### config.mk
export PLATFORM = sky130hd
export DESIGN_NAME = div_unit
export DESIGN_NICKNAME = d
export VERILOG_FILES = /design/src/rtl/div_pkg.sv /design/src/rtl/div_step.sv /design/src/rtl/div_unit.sv
export SDC_FILE = /design/constraint.sdc
export NUM_CORES = 1
export LEC_CHECK = 0
export BUFFER_PORTS_ARGS = -buffer_cell sky130_fd_sc_hd__buf_4
export CAP_MARGIN = 10
export CORE_ASPECT_RATIO = 0.7
export CORE_MARGIN = 10
export CORE_UTILIZATION = 61
export CTS_CLUSTER_SIZE = 25
export DETAILED_ROUTE_END_ITERATION = 8
export PLACE_DENSITY = 0.81
export SYNTH_ARGS = -nofsm -noshare
export SYNTH_HDL_FRONTEND = slang
export SYNTH_SLANG_ARGS = --single-unit
### constraint.sdc
create_clock -name CLK -period 3.99 [get_ports CLK]
set_input_delay 0.1995 -clock CLK [delete_from_list [all_inputs] [get_ports CLK]]
set_output_delay 0.1995 -clock CLK [all_outputs]
set_load 0.005 [all_outputs]
### src/rtl/div_pkg.sv
// Shared encodings for the RV32M iterative divider: FSM states, SELECT codes
// and the RISC-V special-result constants.
package div_pkg;

  localparam int DIV_XLEN = 32;

  typedef enum logic [1:0] {
    ST_IDLE = 2'd0,
    ST_CALC = 2'd1,
    ST_FIN  = 2'd2
  } state_e;

  localparam logic [4:0] SEL_ADD  = 5'd0;
  localparam logic [4:0] SEL_DIV  = 5'd12;
  localparam logic [4:0] SEL_DIVU = 5'd13;
  localparam logic [4:0] SEL_REM  = 5'd14;
  localparam logic [4:0] SEL_REMU = 5'd15;

  localparam logic [DIV_XLEN-1:0] ALL_ONES = 32'hFFFF_FFFF;
  localparam logic [DIV_XLEN-1:0] INT_MIN  = 32'h8000_0000;

  function automatic logic is_div_sel(input logic [4:0] sel);
    return (sel == SEL_DIV) || (sel == SEL_DIVU) || (sel == SEL_REM) || (sel == SEL_REMU);
  endfunction

  function automatic logic is_signed_sel(input logic [4:0] sel);
    return (sel == SEL_DIV) || (sel == SEL_REM);
  endfunction

  function automatic logic is_rem_sel(input logic [4:0] sel);
    return (sel == SEL_REM) || (sel == SEL_REMU);
  endfunction

endpackage

### src/rtl/div_step.sv
// One restoring-division iteration: shift {rem, quot} left by one, trial-subtract
// the divisor and keep the difference when it is non-negative.
module div_step
  import div_pkg::*;
#(
  parameter int XLEN = DIV_XLEN
) (
  input  logic [XLEN:0]   rem_in,
  input  logic [XLEN-1:0] quot_in,
  input  logic [XLEN-1:0] divisor,
  output logic [XLEN:0]   rem_out,
  output logic [XLEN-1:0] quot_out
);

  logic [XLEN:0] shifted;
  logic          ge;

  // The shifted-out MSB of rem_in makes the partial remainder at least 2^(XLEN+1).
  always_comb begin
    shifted  = {rem_in[XLEN-1:0], quot_in[XLEN-1]};
    ge       = rem_in[XLEN] | (shifted >= {1'b0, divisor});
    rem_out  = shifted;
    quot_out = {quot_in[XLEN-2:0], 1'b0};
    if (ge) begin
      rem_out  = shifted - {1'b0, divisor};
      quot_out = {quot_in[XLEN-2:0], 1'b1};
    end
  end

endmodule

### src/rtl/div_unit.sv
// Multi-cycle RV32M divider (DIV/DIVU/REM/REMU) with IDLE/CALC/FIN FSM.
// Define DIV_FAST_PATH_EN to send divide-by-zero, overflow and unsigned a<b straight to FIN.
module div_unit
  import div_pkg::*;
#(
  parameter int XLEN = DIV_XLEN
) (
  input  logic            CLK,
  input  logic            RESET_N,
  input  logic            START,
  input  logic [4:0]      SELECT,
  input  logic [XLEN-1:0] DATA1,
  input  logic [XLEN-1:0] DATA2,
  input  logic            FLUSH,
  output logic            BUSY,
  output logic            DONE,
  output logic [XLEN-1:0] RESULT
);

  localparam int CNT_W = $clog2(XLEN);

  state_e            state_q, state_d;
  logic              rem_sel_q, rem_sel_d;
  logic              neg_quot_q, neg_quot_d;
  logic              neg_rem_q, neg_rem_d;
  logic              div_zero_q, div_zero_d;
  logic              ovf_q, ovf_d;
  logic [XLEN-1:0]   quot_q, quot_d;
  logic [XLEN:0]     rem_q, rem_d;
  logic [XLEN-1:0]   divisor_q, divisor_d;
  logic [XLEN-1:0]   dividend_q, dividend_d;
  logic [CNT_W-1:0]  cnt_q, cnt_d;
  logic [XLEN-1:0]   result_q, result_d;
  logic              done_q, done_d;

  logic [XLEN:0]     step_rem;
  logic [XLEN-1:0]   step_quot;
  logic              sel_signed;
  logic              start_zero;
  logic              start_ovf;
  logic [XLEN-1:0]   abs_a;
  logic [XLEN-1:0]   abs_b;
  logic [XLEN-1:0]   quot_fix;
  logic [XLEN-1:0]   rem_fix;

  div_step #(.XLEN(XLEN)) u_step (
    .rem_in  (rem_q),
    .quot_in (quot_q),
    .divisor (divisor_q),
    .rem_out (step_rem),
    .quot_out(step_quot)
  );

  always_comb begin
    sel_signed = is_signed_sel(SELECT);
    start_zero = (DATA2 == '0);
    start_ovf  = sel_signed && (DATA1 == INT_MIN) && (DATA2 == ALL_ONES);
    abs_a      = (sel_signed && DATA1[XLEN-1]) ? -DATA1 : DATA1;
    abs_b      = (sel_signed && DATA2[XLEN-1]) ? -DATA2 : DATA2;
    quot_fix   = neg_quot_q ? -quot_q : quot_q;
    rem_fix    = neg_rem_q ? -rem_q[XLEN-1:0] : rem_q[XLEN-1:0];
  end

  always_comb begin
    state_d    = state_q;
    rem_sel_d  = rem_sel_q;
    neg_quot_d = neg_quot_q;
    neg_rem_d  = neg_rem_q;
    div_zero_d = div_zero_q;
    ovf_d      = ovf_q;
    quot_d     = quot_q;
    rem_d      = rem_q;
    divisor_d  = divisor_q;
    dividend_d = dividend_q;
    cnt_d      = cnt_q;
    result_d   = result_q;
    done_d     = 1'b0;

    if (FLUSH) begin
      state_d = ST_IDLE;
    end else begin
      case (state_q)
        ST_IDLE: begin
          if (START && is_div_sel(SELECT)) begin
            state_d    = ST_CALC;
            rem_sel_d  = is_rem_sel(SELECT);
            neg_quot_d = sel_signed && (DATA1[XLEN-1] ^ DATA2[XLEN-1]);
            neg_rem_d  = sel_signed && DATA1[XLEN-1];
            div_zero_d = start_zero;
            ovf_d      = start_ovf;
            quot_d     = abs_a;
            divisor_d  = abs_b;
            dividend_d = DATA1;
            rem_d      = '0;
            cnt_d      = '0;
`ifdef DIV_FAST_PATH_EN
            if (start_zero || start_ovf) begin
              state_d = ST_FIN;
            end else if (!sel_signed && (DATA1 < DATA2)) begin
              // Quotient 0 and remainder DATA1 fall out of the normal FIN correction.
              state_d = ST_FIN;
              quot_d  = '0;
              rem_d   = {1'b0, DATA1};
            end
`endif
          end
        end
        ST_CALC: begin
          quot_d = step_quot;
          rem_d  = step_rem;
          cnt_d  = cnt_q + 1'b1;
          if (cnt_q == CNT_W'(XLEN - 1)) begin
            state_d = ST_FIN;
          end
        end
        ST_FIN: begin
          state_d = ST_IDLE;
          done_d  = 1'b1;
          // RISC-V defined results override whatever the iterations produced.
          if (div_zero_q) begin
            result_d = rem_sel_q ? dividend_q : ALL_ONES;
          end else if (ovf_q) begin
            result_d = rem_sel_q ? '0 : INT_MIN;
          end else begin
            result_d = rem_sel_q ? rem_fix : quot_fix;
          end
        end
        default: begin
          state_d = ST_IDLE;
        end
      endcase
    end
  end

  always_ff @(posedge CLK or negedge RESET_N) begin
    if (!RESET_N) begin
      state_q    <= ST_IDLE;
      rem_sel_q  <= 1'b0;
      neg_quot_q <= 1'b0;
      neg_rem_q  <= 1'b0;
      div_zero_q <= 1'b0;
      ovf_q      <= 1'b0;
      quot_q     <= '0;
      rem_q      <= '0;
      divisor_q  <= '0;
      dividend_q <= '0;
      cnt_q      <= '0;
      result_q   <= '0;
      done_q     <= 1'b0;
    end else begin
      state_q    <= state_d;
      rem_sel_q  <= rem_sel_d;
      neg_quot_q <= neg_quot_d;
      neg_rem_q  <= neg_rem_d;
      div_zero_q <= div_zero_d;
      ovf_q      <= ovf_d;
      quot_q     <= quot_d;
      rem_q      <= rem_d;
      divisor_q  <= divisor_d;
      dividend_q <= dividend_d;
      cnt_q      <= cnt_d;
      result_q   <= result_d;
      done_q     <= done_d;
    end
  end

  assign BUSY   = (state_q != ST_IDLE);
  assign DONE   = done_q;
  assign RESULT = result_q;

endmodule

==> reports/metrics.yaml, run 1 <==
clock_latency_ns: 0.44
grt_max_degree: 108
critPathRequiredTime_ns: 4.34
yosysWarnings: 0
place_hpwl_um: 26700
skew_ns: 0.00921
p_int_mw: 4.51
coreArea_um2: 19000
io_pins: 107
maxSlewHeadroom_pct: 30.0
drc: 0
gr-total-overflow: 0
seqPwrFrac_pct: 32.1
ir_worst_vdd_mv: 0.786
crit_type: "reg -> reg"
layout_setup_ws_ns: 0.386
startpoint_type: "register"
n_antenna_cell: 0
finish.utilization_pct: 72.4
syn_nets: 1605
synth-edff-count: 0
dr_total_vias: 12000
wl_um: 37500
grt_pass1_wl_um: 59700
rsz0062_at_grt: "no"
tightest_slew_ns: 1.05
wl_per_cell_um: 20.2
htree_num_levels: 4
fmax_mhz: 277
powerDensity_nw_per_um2: 575
dp.cells: 1806
outcome: "complete, no violations"
nFillCells: 1546
power_frac_clock_pct: 21.6
rows: 42
port_buffers: 106
drv_cap: 0
fin_nets: 1696
clockBufferDepth: 2
drive_gt1_share_pct: 11.8
p_leak_nw: 6.17
vias_per_cell: 6.47
avgSynthCellArea_um2: 7.98
comb_power_share_pct: 46.3
synthCells: 1492
switching_share_pct: 43.0
dieHeight_um: 137
die_x_um: 187
cp.arrival_ns: 3.96
synth-seq-cells: 174
syn_area_um2: 11900
finalSetupTns_ns: 0
placed_area_um2: 13000
final_area_um2: 13800
cts_sinks: 174
seq_area_frac_synth_pct: 36.6
die_area_um2: 25600
finalCritPeriodShare_pct: 90.3
async_flop_share_pct: 100
area.growth.synth_to_final_pct: 15.7
cp-end-kind: "register"
hold_violations: 0
cts_root_buf: "clkbuf_16"
cts-buffers-inserted: 17
gp_congestion: 0.947
instances_no_fill: 1860
drv_slew: 0
start_util_pct: 62.6
clk_pin_slew_ns: 0.07
min_period_ns: 3.60
synth.top_cell.area_share_pct: 36.6
setup_viol: 0
drtPass1Iterations: 6
switching_power_mw: 3.41
final_antenna_net_count: 0
detail_route.iter0.violations: 1598
pre_cts_slack_ns: 0.401
antenna_found_initial: 0
synth_ff_type: "dfrtp_1"
synthMostInstantiatedCell: "nand2_1"
hold_path_class: "in -> reg"
grt_pass1_vias: 11200
ys_top_cells_by_area: "dfrtp_1, nand2_1, o21ai_0, xor2_1, xnor2_1"
yosys.area.top_type: "dfrtp_1"
postCtsSetupBuffers: 0
synth_cell_types: 63
grt_util_all_layers_pct: 28.7
cp_max_fo: 3
synthTopCellsByCount: "nand2_1, dfrtp_1, o21ai_0, nor2_1, a21oi_1"
cts_tree: "yes"
[registers in the layout, summed over array words and instances (netlist names), 2 cells and up]
name / count
dividend_q: 32
cnt_q: 5
state_q: 2
RESULT: 32
quot_q: 32
rem_q: 33
divisor_q: 32
[path summary, 6_finish.rpt]
path	depth (start not counted)	endpoint	startpoint	slack, ns
max	13	rem_q[32]$_DFFE_PN0P_	quot_q[31]$_DFFE_PN0P_	0.39
min	3	dividend_q[5]$_DFFE_PN0P_	DATA1[5]	0.01
max reg2reg	13	rem_q[32]$_DFFE_PN0P_	quot_q[31]$_DFFE_PN0P_	0.39
min reg2reg	2	dividend_q[4]$_DFFE_PN0P_	dividend_q[4]$_DFFE_PN0P_	0.47
max in group asynchronous	3	dividend_q[21]$_DFFE_PN0P_	RESET_N	2.57
min in group asynchronous	2	rem_q[2]$_DFFE_PN0P_	RESET_N	0.47
[critical path, stage by stage, from the launching register on]
cell	delay (ns)
dfrtp_1	0.38
inv_1	0.15
ha_1	0.20
inv_1	0.06
fa_1	0.41
a21oi_1	0.21
o211ai_1	0.16
a2111oi_1	0.57
o311ai_0	0.32
and3_1	0.28
o22ai_1	0.32
o211ai_1	0.17
xor2_1	0.16
o21ai_0	0.14
[power groups by stage]
stage | registers [mW] | logic (mW) | clock network (mW)
2_1_floorplan | 2.40 | 2.67 | 0
3_3_place_gp | 2.53 | 3.45 | 0
6_report | 2.55 | 3.67 | 1.71
3_5_place_dp | 2.55 | 3.52 | 0
4_1_cts | 2.52 | 3.57 | 1.71
5_1_grt | 2.59 | 4.04 | 1.79
[stage by stage]
stage	power, mW	hold WS (ns)
final	7.92	0.0137
after global routing	8.42	0.0176
after CTS	7.81	0.000991
after detailed placement	6.07	0.412
after global placement	5.99	0.405
after floorplan	5.07	-0.0961
[area by class of cell]
class,instances,area [um^2],share of cell area (%)
Clock buffer,19,453,3.29
Clock inverter,13,138,0.999
Inverter,63,236,1.72
Multi-Input combinational cell,1173,7040,51.1
Sequential cell,174,4350,31.6
Tap cell,264,330,2.40
Timing Repair Buffer,154,1230,8.91
[repair_timing]
action                                  in CTS  in global routing
endpoints found under the setup margin       0                  1
gates resized for setup                      0                  1
hold buffers                                22                  0
endpoints found under the hold margin      126                  0
[cell families after synthesis]
logic type,share of synthesized area [%]
buffers and inverters,4.60
adder cells (fa/ha/maj),4.27
XOR/XNOR,10.9
AND/OR/NAND/NOR,19.5
multiplexers,1.04
AO/OA/AOI/OAI,23.2
flip-flops,36.6
[cells in the final DEF (no fill, tap or decap), types with 4 or more instances in the layout]
cell type        n
a21o_1          14
a21oi_1        110
a22oi_1          6
a31oi_1         17
a32oi_1          5
and2_1           8
and3_1           5
buf_4          130
clkbuf_16       17
clkinv_2         4
dfrtp_1        174
dlygate4sd3_1   22
ha_1            39
inv_1           62
mux2i_1          9
nand2_1        235
nand2b_1         6
nand3_1         52
nand4_1         15
nor2_1         113
nor2b_1          7
nor3_1          21
nor4_1           9
o211ai_1        26
o21a_1           8
o21ai_0        157
o21bai_1         4
o221ai_1         6
o22ai_1         32
o31ai_1         28
o41ai_1         12
or2_2            8
or3_1           20
or4_1            9
xnor2_1         73
xor2_1          75
[per-layer routing]
metal  global-route usage (%)  part of all wire (%)  vias to the layer above
met2                     42.8                    43                      736
met1                     40.4                    43                     5745
met5                        0                     0                        -
met4                     8.57                   2.3                        0
met3                     7.14                    11                       81
li1                         -                     -                     5469
Note: power is estimated with default switching activity, not from simulation.
==> inputs of run 2 (changes only) <==
--- a/config.mk
+++ b/config.mk
@@ -9,10 +9,10 @@
 export CAP_MARGIN = 10
 export CORE_ASPECT_RATIO = 0.7
 export CORE_MARGIN = 10
-export CORE_UTILIZATION = 61
+export CORE_UTILIZATION = 55
 export CTS_CLUSTER_SIZE = 25
 export DETAILED_ROUTE_END_ITERATION = 8
-export PLACE_DENSITY = 0.81
+export PLACE_DENSITY = 0.78
 export SYNTH_ARGS = -nofsm -noshare
 export SYNTH_HDL_FRONTEND = slang
 export SYNTH_SLANG_ARGS = --single-unit
==> constraint.sdc (replaced) <==
create_clock -name CLK -period 2.99 [get_ports CLK]
set_input_delay 0.1495 -clock CLK [delete_from_list [all_inputs] [get_ports CLK]]
set_output_delay 0.1495 -clock CLK [all_outputs]
set_load 0.005 [all_outputs]
==> run 2 against run 1 <==
Worst hold slack got worse by 0.0051 ns. Flip-flop and latch count is the same. Critical path depth is 4 lower. Sequential share of layout area is 2.1 points lower. Clock power increased by 26%. Setup slack worse by 0.40 ns. Wire length rose by 6.0%. Largest cell class unchanged. First-iteration DRC count fell by 16%. The flow now finishes with violations (negative setup slack).
==> reports/metrics.yaml, run 2 (synthesis gave the netlist of run 1 again) <==
p_leak_nw: 6.66
coreArea_um2: 21000
cts_root_buf: "clkbuf_16"
grt_pass1_vias: 11400
powerDensity_nw_per_um2: 806
start_util_pct: 56.6
drv_slew: 0
grt_pass1_wl_um: 62000
dr_total_vias: 12300
layout_commonest_cell: "nand2_1"
grt_util_all_layers_pct: 27.3
power_frac_clock_pct: 18.1
drc: 0
switching_power_mw: 5.05
drive_gt1_share_pct: 17.8
wl_per_cell_um: 20.2
htree_num_levels: 4
startpoint_type: "register"
vias_per_cell: 6.25
gp_congestion: 0.997
min_period_ns: 3.01
rsz0062_at_grt: "yes"
skew_ns: 0.00860
port_buffers: 106
finish.utilization_pct: 70.2
switching_share_pct: 42.4
clock_latency_ns: 0.44
hold_path_class: "in -> reg"
io_pins: 107
nFillCells: 1641
regMostFlops: "rem_q"
antenna_found_initial: 0
drtPass1Iterations: 6
multi_input_area_um2: 7220
clockBufferDepth: 2
grt_max_degree: 100
seqPwrFrac_pct: 27.7
p_int_mw: 6.85
clk_pin_slew_ns: 0.07
layout_common_cells: "nand2_1, buf_4, dfrtp_1"
hold_violations: 0
cp_max_fo: 4
violations: "negative setup slack"
tightest_slew_ns: 1.08
cp.arrival_ns: 3.34
maxSlewHeadroom_pct: 28.1
fin_nets: 1796
place_hpwl_um: 28200
comb_power_share_pct: 54.3
n_antenna_cell: 0
dieHeight_um: 143
outcome: "finished with violations"
cts-buffers-inserted: 17
cts_sinks: 174
fmax_mhz: 333
detail_route.iter0.violations: 1349
setup_viol: 2
rows: 44
layout_setup_ws_ns: -0.0157
finalCritPeriodShare_pct: 101
crit_type: "reg -> reg"
largest_reg_flops: 33
drv_cap: 0
wl_um: 39800
ir_worst_vdd_mv: 0.515
seq_area_um2: 4360
die_area_um2: 28000
cp-end-kind: "register"
gr-total-overflow: 0
cts_tree: "yes"
final_antenna_net_count: 0
p_total_mw: 11.9
area.growth.synth_to_final_pct: 24.0
die_x_um: 196
critPathRequiredTime_ns: 3.32
## run 2: changes by cell type in the layout (fill, tap and decap cells not counted), moves of 4 or more
cell           previous run  this run
or3_1                    20        16
or3_4                     2         6
buf_4                   130       215
o21ai_0                 157       150
dlygate4sd3_1            22        33
## run 2: cell type report
cell class	instances	area share, %
Clock buffer	24	3.33
Clock inverter	8	0.398
Inverter	63	1.60
Multi-Input combinational cell	1173	48.9
Sequential cell	174	29.5
Tap cell	276	2.34
Timing Repair Buffer	254	13.9
## run 2: worst paths after layout
check,endpoint,slack [ns],depth (start not counted),from
hold / removal,divisor_q[9]$_DFFE_PN0P_,0.009,3,DATA2[9]
min in group asynchronous,rem_q[2]$_DFFE_PN0P_,0.24,2,RESET_N
max in group asynchronous,divisor_q[25]$_DFFE_PN0P_,1.84,3,RESET_N
setup / recovery,RESULT[29]$_DFFE_PN0P_,-0.02,9,rem_q[10]$_DFFE_PN0P_
setup reg to reg,RESULT[29]$_DFFE_PN0P_,-0.02,9,rem_q[10]$_DFFE_PN0P_
hold reg to reg,dividend_q[9]$_DFFE_PN0P_,0.48,2,dividend_q[9]$_DFFE_PN0P_
## run 2: critical path, cell delays in order (launching register included)
cell,delay [ns]
dfrtp_1,0.43
or4_4,0.57
or3_4,0.37
or3_4,0.40
or3_4,0.39
o41ai_4,0.22
xor2_1,0.19
o211ai_1,0.11
a21oi_1,0.15
nor2_1,0.06
## run 2: repair_timing
action	4_1_cts	5_1_grt
pin swaps	6	17
hold buffers	33	0
gates resized for setup	13	31
setup buffers	1	12
endpoints found under the setup margin	13	23
cloned	0	1
endpoints found under the hold margin	88	0
## run 2: power by group through the flow
stage	clock network (mW)	registers [mW]	logic (mW)
4_1_cts	2.14	3.26	5.69
6_report	2.15	3.29	6.46
3_5_place_dp	0	3.30	5.50
5_1_grt	2.24	3.34	7.00
3_3_place_gp	0	3.28	5.40
2_1_floorplan	0	3.20	3.57
## run 2: metal layers
layer / global-route usage [%] / share of wire [%] / vias to the layer above / wire length [um]
li1: - / - / 5661 / -
met1: 38.9 / 44 / 5970 / 17500
met2: 40.9 / 44 / 642 / 17700
met3: 6.60 / 10 / 60 / 4170
met4: 5.85 / 1.2 / 0 / 490
met5: 0 / 0 / - / 0
## run 2: through the flow
step,setup WS [ns],setup TNS (ns),hold WS [ns],std cells,cell area (um^2)
floorplan,0.00780,0,-0.146,1492,11900
global placement,-0.194,-0.461,0.174,1893,13600
detailed placement,-0.375,-1.36,0.166,1893,13600
CTS,0.00175,0,0.00430,1959,14500
global route,-0.125,-0.535,0.00998,1972,14800
finish,-0.0157,-0.0297,0.00865,1972,14800
==> inputs of run 3 (changes only) <==
--- a/config.mk
+++ b/config.mk
@@ -12,7 +12,9 @@
 export CORE_UTILIZATION = 55
 export CTS_CLUSTER_SIZE = 25
 export DETAILED_ROUTE_END_ITERATION = 8
+export MAX_ROUTING_LAYER = met4
 export PLACE_DENSITY = 0.78
+export RECOVER_POWER = 50
 export SYNTH_ARGS = -nofsm -noshare
 export SYNTH_HDL_FRONTEND = slang
 export SYNTH_SLANG_ARGS = --single-unit
==> run 3 against run 2 <==
The run ends with max-capacitance violations, max-slew violations, negative setup slack left. Power is 0.35% higher. Design area is 0.31% lower. Sequential power hardly changed. Critical path depth stayed put. Combinational power is 3.7% lower. Worst hold slack worse by 0.0071 ns. Setup slack worse by 0.024 ns. Non-clock buffer count is 6 lower. Via count is 1.4% lower. Highest routed layer unchanged. Maximum frequency is 0.80% lower. Critical endpoint is now RESULT[31]$_DFFE_PN0P_. Largest power group unchanged. Core utilization is 0.22 points lower.
==> reports/metrics.yaml, run 3 (synthesis gave the netlist of run 1 again) <==
clock_latency_ns: 0.45
start_util_pct: 56.6
dr_total_vias: 12200
r2r-end: "RESULT[31]$_DFFE_PN0P_"
gr-total-overflow: 0
max_stage_delay_ns: 0.56
io_pins: 107
reg2reg_slack_ns: -0.04
hold_slack_ns: 0.00150
area.growth.synth_to_final_pct: 23.6
hold_depth: 3
drive_gt1_share_pct: 17.5
rows: 44
maxSlewHeadroom_pct: -11.5
drtPass1Iterations: 5
startpoint_type: "register"
antenna_found_initial: 0
grtUsageMet3_pct: 5.85
outcome: "finished with violations"
nFillCells: 1746
grtUsageMet1_pct: 38.7
dieHeight_um: 143
regMostFlops: "rem_q"
ir_worst_vdd_mv: 0.690
final_antenna_net_count: 0
tightest_slew_ns: 1.67
multi_input_area_um2: 7250
layout_setup_ws_ns: -0.0401
critical_path.slowest_cell: "or4_4"
min_period_ns: 3.03
seq_area_um2: 4360
pre_cts_slack_ns: -0.310
wl_um: 39400
hp-start: "DATA1[17]"
drv_cap: 1
cts_sinks: 174
wl_per_cell_um: 20.0
hold_violations: 0
clk_pin_slew_ns: 0.07
violations: "max-capacitance violations, max-slew violations, negative setup slack"
largest_reg_flops: 33
n_antenna_cell: 0
grt_pass1_wl_um: 62400
min_to: "quot_q[17]$_DFFE_PN0P_"
fin_nets: 1790
coreArea_um2: 21000
cp_cell_sequence: "or4_4 > or3_4 > or3_4 > or3_4 > o31ai_4 > xnor2_1 > a22oi_2 > a21oi_2 > a22o_1"
grt_pass1_vias: 11600
cp_max_fo: 4
cts-buffers-inserted: 17
finalCritPeriodShare_pct: 101
grt_max_degree: 99
crit_top_cell: "or3_4"
cp-end-kind: "register"
grt_busiest_layer: "met2"
skew_ns: 0.0113
cp.arrival_ns: 3.36
drv_slew: 66
clockBufferDepth: 2
cts_root_buf: "clkbuf_16"
drc: 0
p_leak_nw: 6.60
die_area_um2: 28000
port_buffers: 106
rr_worst_depth: 9
powerDensity_nw_per_um2: 812
fmax_mhz: 330
place_hpwl_um: 28200
layout_common_cells: "nand2_1, buf_4, dfrtp_1"
grt_util_all_layers_pct: 28.1
cts_tree: "yes"
die_x_um: 196
rsz0062_at_grt: "yes"
setup_viol: 2
gp_congestion: 0.980
crit_type: "reg -> reg"
r2r-start: "rem_q[10]$_DFFE_PN0P_"
use_met2_pct: 41.8
vias_per_cell: 6.19
critPathRequiredTime_ns: 3.32
detail_route.iter0.violations: 1286
htree_num_levels: 4
layout_commonest_cell: "nand2_1"
hold_path_class: "in -> reg"
## run 3: cell types whose count changed in the layout (fill, tap and decap cells not counted), moves of 4 or more
cell,before,now
clkbuf_4,0,23
clkbuf_8,4,0
buf_4,215,179
clkbuf_1,3,12
bufinv_16,0,4
## run 3: metal layers
metal	routed length, um	vias to the layer above
met1	17800	5879
met4	561	0
met5	0	-
met3	3530	60
li1	-	5634
met2	17600	593
## run 3: how the worst max path moves through the flow
stage,start,end
after global placement,quot_q[31]$_DFFE_PN0P_,rem_q[32]$_DFFE_PN0P_
after detailed placement,quot_q[31]$_DFFE_PN0P_,rem_q[28]$_DFFE_PN0P_
after global routing,rem_q[0]$_DFFE_PN0P_,RESULT[31]$_DFFE_PN0P_
final,rem_q[10]$_DFFE_PN0P_,RESULT[31]$_DFFE_PN0P_
after CTS,rem_q[9]$_DFFE_PN0P_,RESULT[28]$_DFFE_PN0P_
after floorplan,rem_q[11]$_DFFE_PN0P_,rem_q[31]$_DFFE_PN0P_
## run 3: power by group
group / internal (mW) / switching, mW / total [mW]
Combinational: 2.76 / 3.46 / 6.22
Clock: 1.40 / 1.03 / 2.42
Sequential: 2.79 / 0.501 / 3.29
## run 3: timing repair
action                                 in CTS  in global routing
gates resized for setup                    16                 36
setup buffers                               3                  6
setup endpoints to repair                  14                 45
endpoints found under the hold margin      91                  0
hold buffers                               31                  0
pin swaps                                   6                 22
## run 3: worst max-delay path, delay by kind of cell (launching register included)
kind / cells / cell delay, ns
XOR/XNOR: 1 / 0.11
AO/OA/AOI/OAI: 4 / 0.64
AND/OR/NAND/NOR: 4 / 1.76
flip-flops: 1 / 0.42
## run 3: per-stage QoR
| stage | util, % | cell area, um^2 | total power, mW | std cells | TNS (ns) |
|---|---|---|---|---|---|
| 6_report | 70.0 | 14700 | 11.9 | 1966 | -0.0578 |
| 5_1_grt | 70.0 | 14700 | 12.7 | 1966 | -0.979 |
| 4_1_cts | 69.3 | 14600 | 11.4 | 1960 | 0 |
| 3_5_place_dp | 64.5 | 13600 | 8.77 | 1894 | -1.46 |
| 3_3_place_gp | 64.5 | 13600 | 8.67 | 1894 | -0.587 |
| 2_1_floorplan | - | 11900 | 6.77 | 1492 | 0 |
## run 3: layout make-up
class                      count  area share (%)
sequential                   174            29.6
clock inverter                14            1.31
tap                          276            2.35
clock buffer                  18            2.92
multi-input combinational   1173            49.3
timing repair buffer         248            12.9
inverter                      63            1.61
